$ cat src/rtl/cache_pkg.sv
// Shared state encoding, geometry constants and address helper for the cache miss sequencer.
package cache_pkg;

   localparam int CACHE_ADDR_W      = 32;
   localparam int CACHE_LINE_W      = 128;
   localparam int CACHE_OFFSET_BITS = 4;

   localparam logic MEM_WE_READ  = 1'b0;
   localparam logic MEM_WE_WRITE = 1'b1;

   typedef enum logic [2:0] {
      IDLE     = 3'd0,
      WB_REQ   = 3'd1,
      WB_GAP   = 3'd2,
      FILL_REQ = 3'd3,
      REFILL   = 3'd4
   } miss_state_t;

   // Clears the byte-offset bits so the address points at the start of its line.
   function automatic logic [CACHE_ADDR_W-1:0] line_align(
      input logic [CACHE_ADDR_W-1:0] addr,
      input int                      offset_bits
   );
      logic [CACHE_ADDR_W-1:0] mask;
      mask = (CACHE_ADDR_W'(1) << offset_bits) - CACHE_ADDR_W'(1);
      return addr & ~mask;
   endfunction

endpackage

$ cat src/rtl/cache_perf_counters.sv
// Three saturating 32-bit event counters for hit, miss and write-back activity.
module cache_perf_counters (
   input  logic        clk,
   input  logic        reset,
   input  logic        inc_hits,
   input  logic        inc_misses,
   input  logic        inc_writebacks,
   output logic [31:0] perf_hits,
   output logic [31:0] perf_misses,
   output logic [31:0] perf_writebacks
);

   always_ff @(posedge clk or negedge reset) begin
      if (!reset) begin
         perf_hits       <= '0;
         perf_misses     <= '0;
         perf_writebacks <= '0;
      end else begin
         if (inc_hits && (perf_hits != 32'hFFFF_FFFF))
            perf_hits <= perf_hits + 32'd1;
         if (inc_misses && (perf_misses != 32'hFFFF_FFFF))
            perf_misses <= perf_misses + 32'd1;
         if (inc_writebacks && (perf_writebacks != 32'hFFFF_FFFF))
            perf_writebacks <= perf_writebacks + 32'd1;
      end
   end

endmodule

$ cat src/rtl/cache_miss_ctrl.sv
// Miss/refill sequencer for the write-back cache: stalls on a miss, writes back a dirty victim, fetches and installs the line.
// Optional event counters are built when CACHE_MISS_CTRL_PERF_EN is defined.
module cache_miss_ctrl
   import cache_pkg::*;
#(
   parameter int ADDR_W      = CACHE_ADDR_W,
   parameter int LINE_W      = CACHE_LINE_W,
   parameter int OFFSET_BITS = CACHE_OFFSET_BITS
) (
   input  logic              clk,
   input  logic              reset,
   input  logic              read,
   input  logic              write,
   input  logic [ADDR_W-1:0] memoryaddress,
   input  logic              hit,
   input  logic              writeback_enable,
   input  logic [ADDR_W-1:0] writebackaddress,
   input  logic [LINE_W-1:0] writebackdata,
   output logic              stall_en,
   output logic              cachewrite_enable,
   output logic [LINE_W-1:0] mainmemorydata,
   output logic              mem_req,
   output logic              mem_we,
   output logic [ADDR_W-1:0] mem_addr,
   output logic [LINE_W-1:0] mem_wdata,
   input  logic [LINE_W-1:0] mem_rdata,
   input  logic              mem_ack
`ifdef CACHE_MISS_CTRL_PERF_EN
   ,
   output logic [31:0]       perf_hits,
   output logic [31:0]       perf_misses,
   output logic [31:0]       perf_writebacks
`endif
);

   miss_state_t       state;
   miss_state_t       next_state;
   logic              access;
   logic              miss;
   logic [ADDR_W-1:0] miss_addr;
   logic [ADDR_W-1:0] wb_addr;
   logic [LINE_W-1:0] wb_data;
   logic [LINE_W-1:0] line_buf;

   assign access = read | write;
   assign miss   = access & ~hit;

   always_ff @(posedge clk or negedge reset) begin
      if (!reset)
         state <= IDLE;
      else
         state <= next_state;
   end

   always_comb begin
      next_state = state;
      case (state)
         IDLE:     if (miss) next_state = writeback_enable ? WB_REQ : FILL_REQ;
         WB_REQ:   if (mem_ack) next_state = WB_GAP;
         WB_GAP:   next_state = FILL_REQ;
         FILL_REQ: if (mem_ack) next_state = REFILL;
         REFILL:   next_state = IDLE;
         default:  next_state = IDLE;
      endcase
   end

   // Memory-side outputs depend only on state and latched registers, never on live CPU inputs.
   always_comb begin
      stall_en          = 1'b1;
      cachewrite_enable = 1'b0;
      mem_req           = 1'b0;
      mem_we            = MEM_WE_READ;
      mem_addr          = miss_addr;
      case (state)
         IDLE:     stall_en = miss & reset;
         WB_REQ: begin
            mem_req  = 1'b1;
            mem_we   = MEM_WE_WRITE;
            mem_addr = wb_addr;
         end
         WB_GAP:   mem_req = 1'b0;
         FILL_REQ: mem_req = 1'b1;
         REFILL:   cachewrite_enable = 1'b1;
         default:  stall_en = 1'b0;
      endcase
   end

   assign mem_wdata      = wb_data;
   assign mainmemorydata = line_buf;

   always_ff @(posedge clk or negedge reset) begin
      if (!reset) begin
         miss_addr <= '0;
         wb_addr   <= '0;
         wb_data   <= '0;
         line_buf  <= '0;
      end else begin
         if ((state == IDLE) && miss) begin
            miss_addr <= ADDR_W'(line_align(CACHE_ADDR_W'(memoryaddress), OFFSET_BITS));
            if (writeback_enable) begin
               wb_addr <= writebackaddress;
               wb_data <= writebackdata;
            end
         end
         if ((state == FILL_REQ) && mem_ack)
            line_buf <= mem_rdata;
      end
   end

`ifdef CACHE_MISS_CTRL_PERF_EN
   cache_perf_counters u_perf (
      .clk            (clk),
      .reset          (reset),
      .inc_hits       ((state == IDLE) && access && hit),
      .inc_misses     ((state == IDLE) && miss),
      .inc_writebacks ((state == WB_REQ) && mem_ack),
      .perf_hits      (perf_hits),
      .perf_misses    (perf_misses),
      .perf_writebacks(perf_writebacks)
   );
`endif

endmodule

$ cat config.mk
export PLATFORM = sky130hd
export DESIGN_NAME = cache_miss_ctrl
export DESIGN_NICKNAME = d
export VERILOG_FILES = /design/src/rtl/cache_pkg.sv /design/src/rtl/cache_perf_counters.sv /design/src/rtl/cache_miss_ctrl.sv
export SDC_FILE = /design/constraint.sdc
export NUM_CORES = 1
export LEC_CHECK = 0
export ABC_AREA = 1
export CAP_MARGIN = 10
export CORE_AREA = 2 2 239 241
export DETAILED_ROUTE_END_ITERATION = 10
export DIE_AREA = 0 0 241 243
export PLACE_DENSITY = 0.62
export SYNTH_ARGS = -nofsm -noshare
export SYNTH_HDL_FRONTEND = slang
export SYNTH_SLANG_ARGS = --single-unit
export TNS_END_PERCENT = 100
$ cat constraint.sdc
create_clock -name clk -period 1.45 [get_ports clk]
set_clock_uncertainty 0.05 [all_clocks]
set_input_delay 0.29 -clock clk [delete_from_list [all_inputs] [get_ports clk]]
set_output_delay 0.29 -clock clk [all_outputs]
set_load 0.01 [all_outputs]
After elaboration in Yosys (flattened, before gate mapping)
Index checks and enable logic that the tools add are counted.
Operators by class
  bitwise gates (word level): 4
  reductions and logical operators: 7
  equality and inequality tests: 7
  mux-type cells: 10
Operators by type and width (count)
  $mux 32: 1
  $pmux 3 s4: 1
  $mux 3: 3
  $eq 3x2->1 const B: 2
  $ne 2x2->1 const B: 3
  $reduce_or 4->1: 1
  $eq 3x1->1 const B: 1
  $eq 3x3->1 const B: 1
  $logic_not 3->1: 1
  $mux 1: 3
  $reduce_and 3->1: 1
  $and 1x1->1: 2
  $logic_and 1x1->1: 2
  $mux 2: 1
  $pmux 1 s2: 1
  $reduce_and 2->1: 1
  $reduce_or 2->1: 1
  $not 1->1: 1
  $or 1x1->1: 1
Storage, ports and cells
  bits in registers: 319
  output and inout bits: 292
  logic and storage cells: 33
  input port bits: 327

Logic depth before layout (Yosys ltp)
  depth in word-level cells: 4
  depth in mapped cells: 8
  depth with buffers taken out: 6

Least setup slack after synthesis
OpenSTA, ideal clock, no wires.
  path type: reg2out
  start: reg state[2]
  end: out mem_addr[10]
  setup slack: -0.149 ns
  arrival: 1.259 ns
  data required time: 1.110 ns
  stages on the path, launching flop included: 8
  buffers on the path: 2
  path through: dfrtp_1 nor2_4 nand2_2 inv_2 buf_4 buf_2 nand2_1 o21ai_0
On the way
  cells in the longest elaborated chain, start to end: 2
Ends and longest elaborated chain
  from (decl): RTL line cache_miss_ctrl.sv:36  | miss_state_t state;
  from (signal assigned): RTL line cache_miss_ctrl.sv:52  | state <= next_state;
  $eq 3x1->1: RTL line cache_miss_ctrl.sv:74  | case (state)
  $mux 32: RTL line cache_miss_ctrl.sv:74
  to (decl): RTL line cache_miss_ctrl.sv:24  | output logic [ADDR_W-1:0] mem_addr,
No other way between the ends.

Final worst setup path
  start: reg state[0]
  end: out mem_addr[7]
The elaborated chain is that of the path after synthesis.

==> results list <==
* Result of the run: finished with violations
- Violated checks: setup timing
- Summed over all instances, the cell type with the most area after synthesis is sky130_fd_sc_hd__dfrtp_1.
- Multiplexer fraction of the synthesized cell area: 0
* Critical Path, Cell by Cell: inv_2 -> nor2_4 -> nand2_4 -> inv_8 -> buf_12 -> buf_16 -> nand2_4 -> o21ai_4 -> buf_6
- Achievable Freq: approximately 460 MHz
- For this block, the routed nets add up to 52,500 um of wire.
- Of the total synthesized cell area, the portion taken by XOR and XNOR cells is 0.
- Headroom to the max-slew limit came out at 0.384.
- The clock tree synthesis step divided the H-tree into 2 levels.
* DR iter-0 viols: between 600 and 700
* Kind of start point of the critical path: flip-flop
- At the end of routability-driven placement, the weighted congestion stood at approximately 0.82.
* Slowest cell on the critical path: sky130_fd_sc_hd__dfrtp_1
- Placeable core region: 56,000 sq um
- Peak fanout along the critical path: 7
- Hold violation total from the final report: 0
* RSZ-0062 raised after global routing: true
- Count of standard-cell rows: 87
* Maximum number of buffers from clock root to sink: 3
* Sum of negative setup slack: -102,240 ps
- The number of max-slew violations in the final report came to 0.
- The number of nets in the synthesized netlist is about 1.8k.
- For this configuration, the core starts out at a cell density of 0.229.
* Fraction of the cycle the final worst path needs: 1.48
- Total via count in the routed design: between 10k and 15k
* Die Ht: 243 um
- The share of the Yosys chip area taken by registers is 0.623.
- CP max stage delay: ~360 ps
* Cells after Synth: 1,455
- The number of global-route vias before repair was roughly 13k.
* Leak pwr: roughly 0.012 uW
* Master cell of the clock root buffer: sky130_fd_sc_hd__clkbuf_16
- Of the cells placed in the final design, the portion with a size suffix greater than 1 is 0.312.
* Clock net sink count: roughly 320
- Later-pin clock latency in the skew report: 540 ps
- The most numerous cell type found on the critical path is sky130_fd_sc_hd__nand2_4.
- Once detail routing completed, the nets flagged for antenna violations numbered 0.
- The count of buffers added on input and output ports is 614.
- Setup violations remaining at the end of the flow were counted as between 300 and 400.
- Post-synthesis simple-gate area fraction: 0.299
- The tool flagged a number of max-cap violations equal to 0.
- Flip-flop and latch count after synthesis: around 320
- Worst vdd ir: between 1000 and 1500 uV
- In the global route stage, overall resource usage came out at 0.172.
* Total design power: between 40,000 and 50,000 uW
* Syn avg cell area: around 9 sq um
- The smallest clock period supported by the final layout is computed as between 2000 and 2500 ps.
- The HPWL after detailed placement is approximately 33,000 um.
- Relative area change from synthesis to final layout: 82.1%
* Routed wirelength normalized by instance count: about 18 um
- Entering global routing, the biggest net connects around 150 pins.
* Worst-margin pin slew: between 900 and 1000 ps
- STA puts the critical path data required time at around 1100 ps.
* Top cell type's share of synthesized area: 0.623
- Number of buffers inserted during clock tree synthesis: 38
* Number of antenna violations at the first check in global routing: 3
- Area of the mapped netlist: 12,800 sq um
* Cells taking the most area after synthesis: sky130_fd_sc_hd__dfrtp_1, sky130_fd_sc_hd__nand2_1, sky130_fd_sc_hd__nand3_1
- Total congestion overflow after global routing: 0
- The synthesized netlist contains 21 unique library cells.
- Number of optimization iterations in the first detailed-route pass: 8
* Nets@finish: 2,538
- In the routed design, unresolved DRC markers number 0.
* IO Pins: ~620
* Final worst-path setup slack: -702 ps
- Of the total synthesized cell area, the portion taken by full adders, half adders and majority gates is 0.
- Die Wd: 241 um
* Critical path arrival: 1810 ps
- Broken down by cell family, the worst path's largest delay share belongs to buffers and inverters.
* Warnings, synthesis: 0
- Global-route wire length before repair: 78,300 um
* Capturing element type of the critical path: output pin
* Die Outline Area: approximately 60,000 sq um
- Avg Vias per Cell: about 4.3
- In this run the power density over the cells is slightly above 2000 nW/um^2.
- TritonCTS built the clock tree.
* Combinational family with the most area after synthesis: simple AND/OR/NAND/NOR gates
- The area fraction in compound gates after synthesis is 0.0232.
- Fillcell total: around 5.4k
- Path category of the worst min-delay check: input pin to flip-flop
* Number of buffer and inverter instances along the worst setup path: 5
* Start-to-end type of the worst setup path: flip-flop to output pin
- Clock transition time at the flip-flop clock pins of the worst setup and hold paths: around 60 ps
-- stage by stage --
| stage | utilization | cells | setup WS [ps] | cell area [sq um] | hold WS (ps) |
|---|---|---|---|---|---|
| after floorplan | - | 1455 | -35.2 | 12900 | -55.6 |
| after global placement | 0.364 | 2807 | -704 | 20300 | 330 |
| after detailed placement | 0.364 | 2807 | -749 | 20300 | 323 |
| after CTS | 0.413 | 2990 | -753 | 23100 | 148 |
| after global routing | 0.417 | 2994 | -772 | 23300 | 162 |
| final | 0.417 | 2994 | -702 | 23300 | 180 |
-- timing repair --
item | in CTS | in global routing
endpoints found under the hold margin | 97 | 0
endpoints found under the setup margin | 602 | 523
resized for setup | 1459 | 57
pin swaps | 60 | 28
hold buffers | 1 | 0
setup buffers | 70 | 5
gates cloned | 48 | 4
-- per-layer routing --
metal | vias up | global-route usage | wire [um] | part of all wire
li1 | 6076 | - | - | -
met1 | 6164 | 0.201 | 20500 | 0.39
met2 | 586 | 0.292 | 25400 | 0.48
met3 | 95 | 0.0554 | 4800 | 0.091
met4 | 0 | 0.0630 | 1740 | 0.033
met5 | - | 0 | 0 | 0
-- power by group --
part | switching, uW | internal [uW] | total, uW
combinational | 11200 | 11000 | 22200
sequential | 2540 | 13200 | 15800
clock | 3740 | 5450 | 9190
-- Yosys cell counts (all sizes together) --
| cell | number |
|---|---|
| inv | 38 |
| clkbuf | 26 |
| nor2 | 12 |
| dfrtp | 319 |
| o21bai | 1 |
| buf | 66 |
| a21oi | 2 |
| nand2 | 770 |
| nand3 | 165 |
| o21ai | 56 |
-- placed cells by master (no fill, tap or decap), types with 6 or more instances in the layout --
cell	n
sky130_fd_sc_hd__nand2_1	730
sky130_fd_sc_hd__clkdlybuf4s50_1	320
sky130_fd_sc_hd__dfrtp_1	317
sky130_fd_sc_hd__buf_2	246
sky130_fd_sc_hd__nand3_1	99
sky130_fd_sc_hd__buf_6	68
sky130_fd_sc_hd__buf_4	62
sky130_fd_sc_hd__nand3_2	60
sky130_fd_sc_hd__clkbuf_16	43
sky130_fd_sc_hd__buf_12	41
sky130_fd_sc_hd__buf_16	36
sky130_fd_sc_hd__inv_1	33
sky130_fd_sc_hd__o21ai_2	31
sky130_fd_sc_hd__nand2_2	28
sky130_fd_sc_hd__buf_8	18
sky130_fd_sc_hd__o21ai_1	13
sky130_fd_sc_hd__clkbuf_1	13
sky130_fd_sc_hd__nand2_4	12
sky130_fd_sc_hd__bufbuf_16	12
sky130_fd_sc_hd__nor2_4	7
sky130_fd_sc_hd__o21ai_0	7
sky130_fd_sc_hd__nand3_4	6
sky130_fd_sc_hd__clkinv_2	6
-- path summary, 6_finish.rpt --
kind | startpoint | end | slack [ps] | cells past startpoint
worst max register to register | state[0] | mem_wdata[67] | -440 | 11
worst min register to register | mem_wdata[49] | mem_wdata[49] | 410 | 2
min in group asynchronous | reset | miss_addr[29] | 350 | 4
max in group asynchronous | reset | mainmemorydata[53] | 100 | 4
worst min-delay path | writeback_enable | wb_addr[7] | 180 | 4
worst max-delay path | state[0] | mem_addr[7] | -700 | 9
-- cell families after synthesis --
group | count (synthesis)
buffers and inverters | 130
AO/OA/AOI/OAI | 59
AND/OR/NAND/NOR | 947
flip-flops | 319
-- worst reg2reg max path, cell delays in order, from the launching register on --
cell	delay (ps)
sky130_fd_sc_hd__dfrtp_1	390
sky130_fd_sc_hd__inv_2	80
sky130_fd_sc_hd__buf_4	120
sky130_fd_sc_hd__nand2_2	70
sky130_fd_sc_hd__nor2_4	150
sky130_fd_sc_hd__buf_6	120
sky130_fd_sc_hd__nand3_4	80
sky130_fd_sc_hd__buf_12	150
sky130_fd_sc_hd__buf_12	140
sky130_fd_sc_hd__bufbuf_16	280
sky130_fd_sc_hd__nand2_1	60
sky130_fd_sc_hd__nand2_1	70
-- layout make-up --
type	count	area, sq um	area share
inverter	38	160	0.00686
clock inverter	10	108	0.00461
sequential	319	7990	0.342
clock buffer	55	1070	0.0457
timing repair buffer	808	8250	0.353
tap	756	946	0.0405
multi-input combinational	1006	4830	0.207
antenna	2	5.00	0.000214
-- state kept, by name (all words and copies together), names as in the netlist --
name,flops
miss_addr,28
wb_addr,32
mainmemorydata,128
mem_wdata,128
state,3
(Power assumes the default switching activity.)
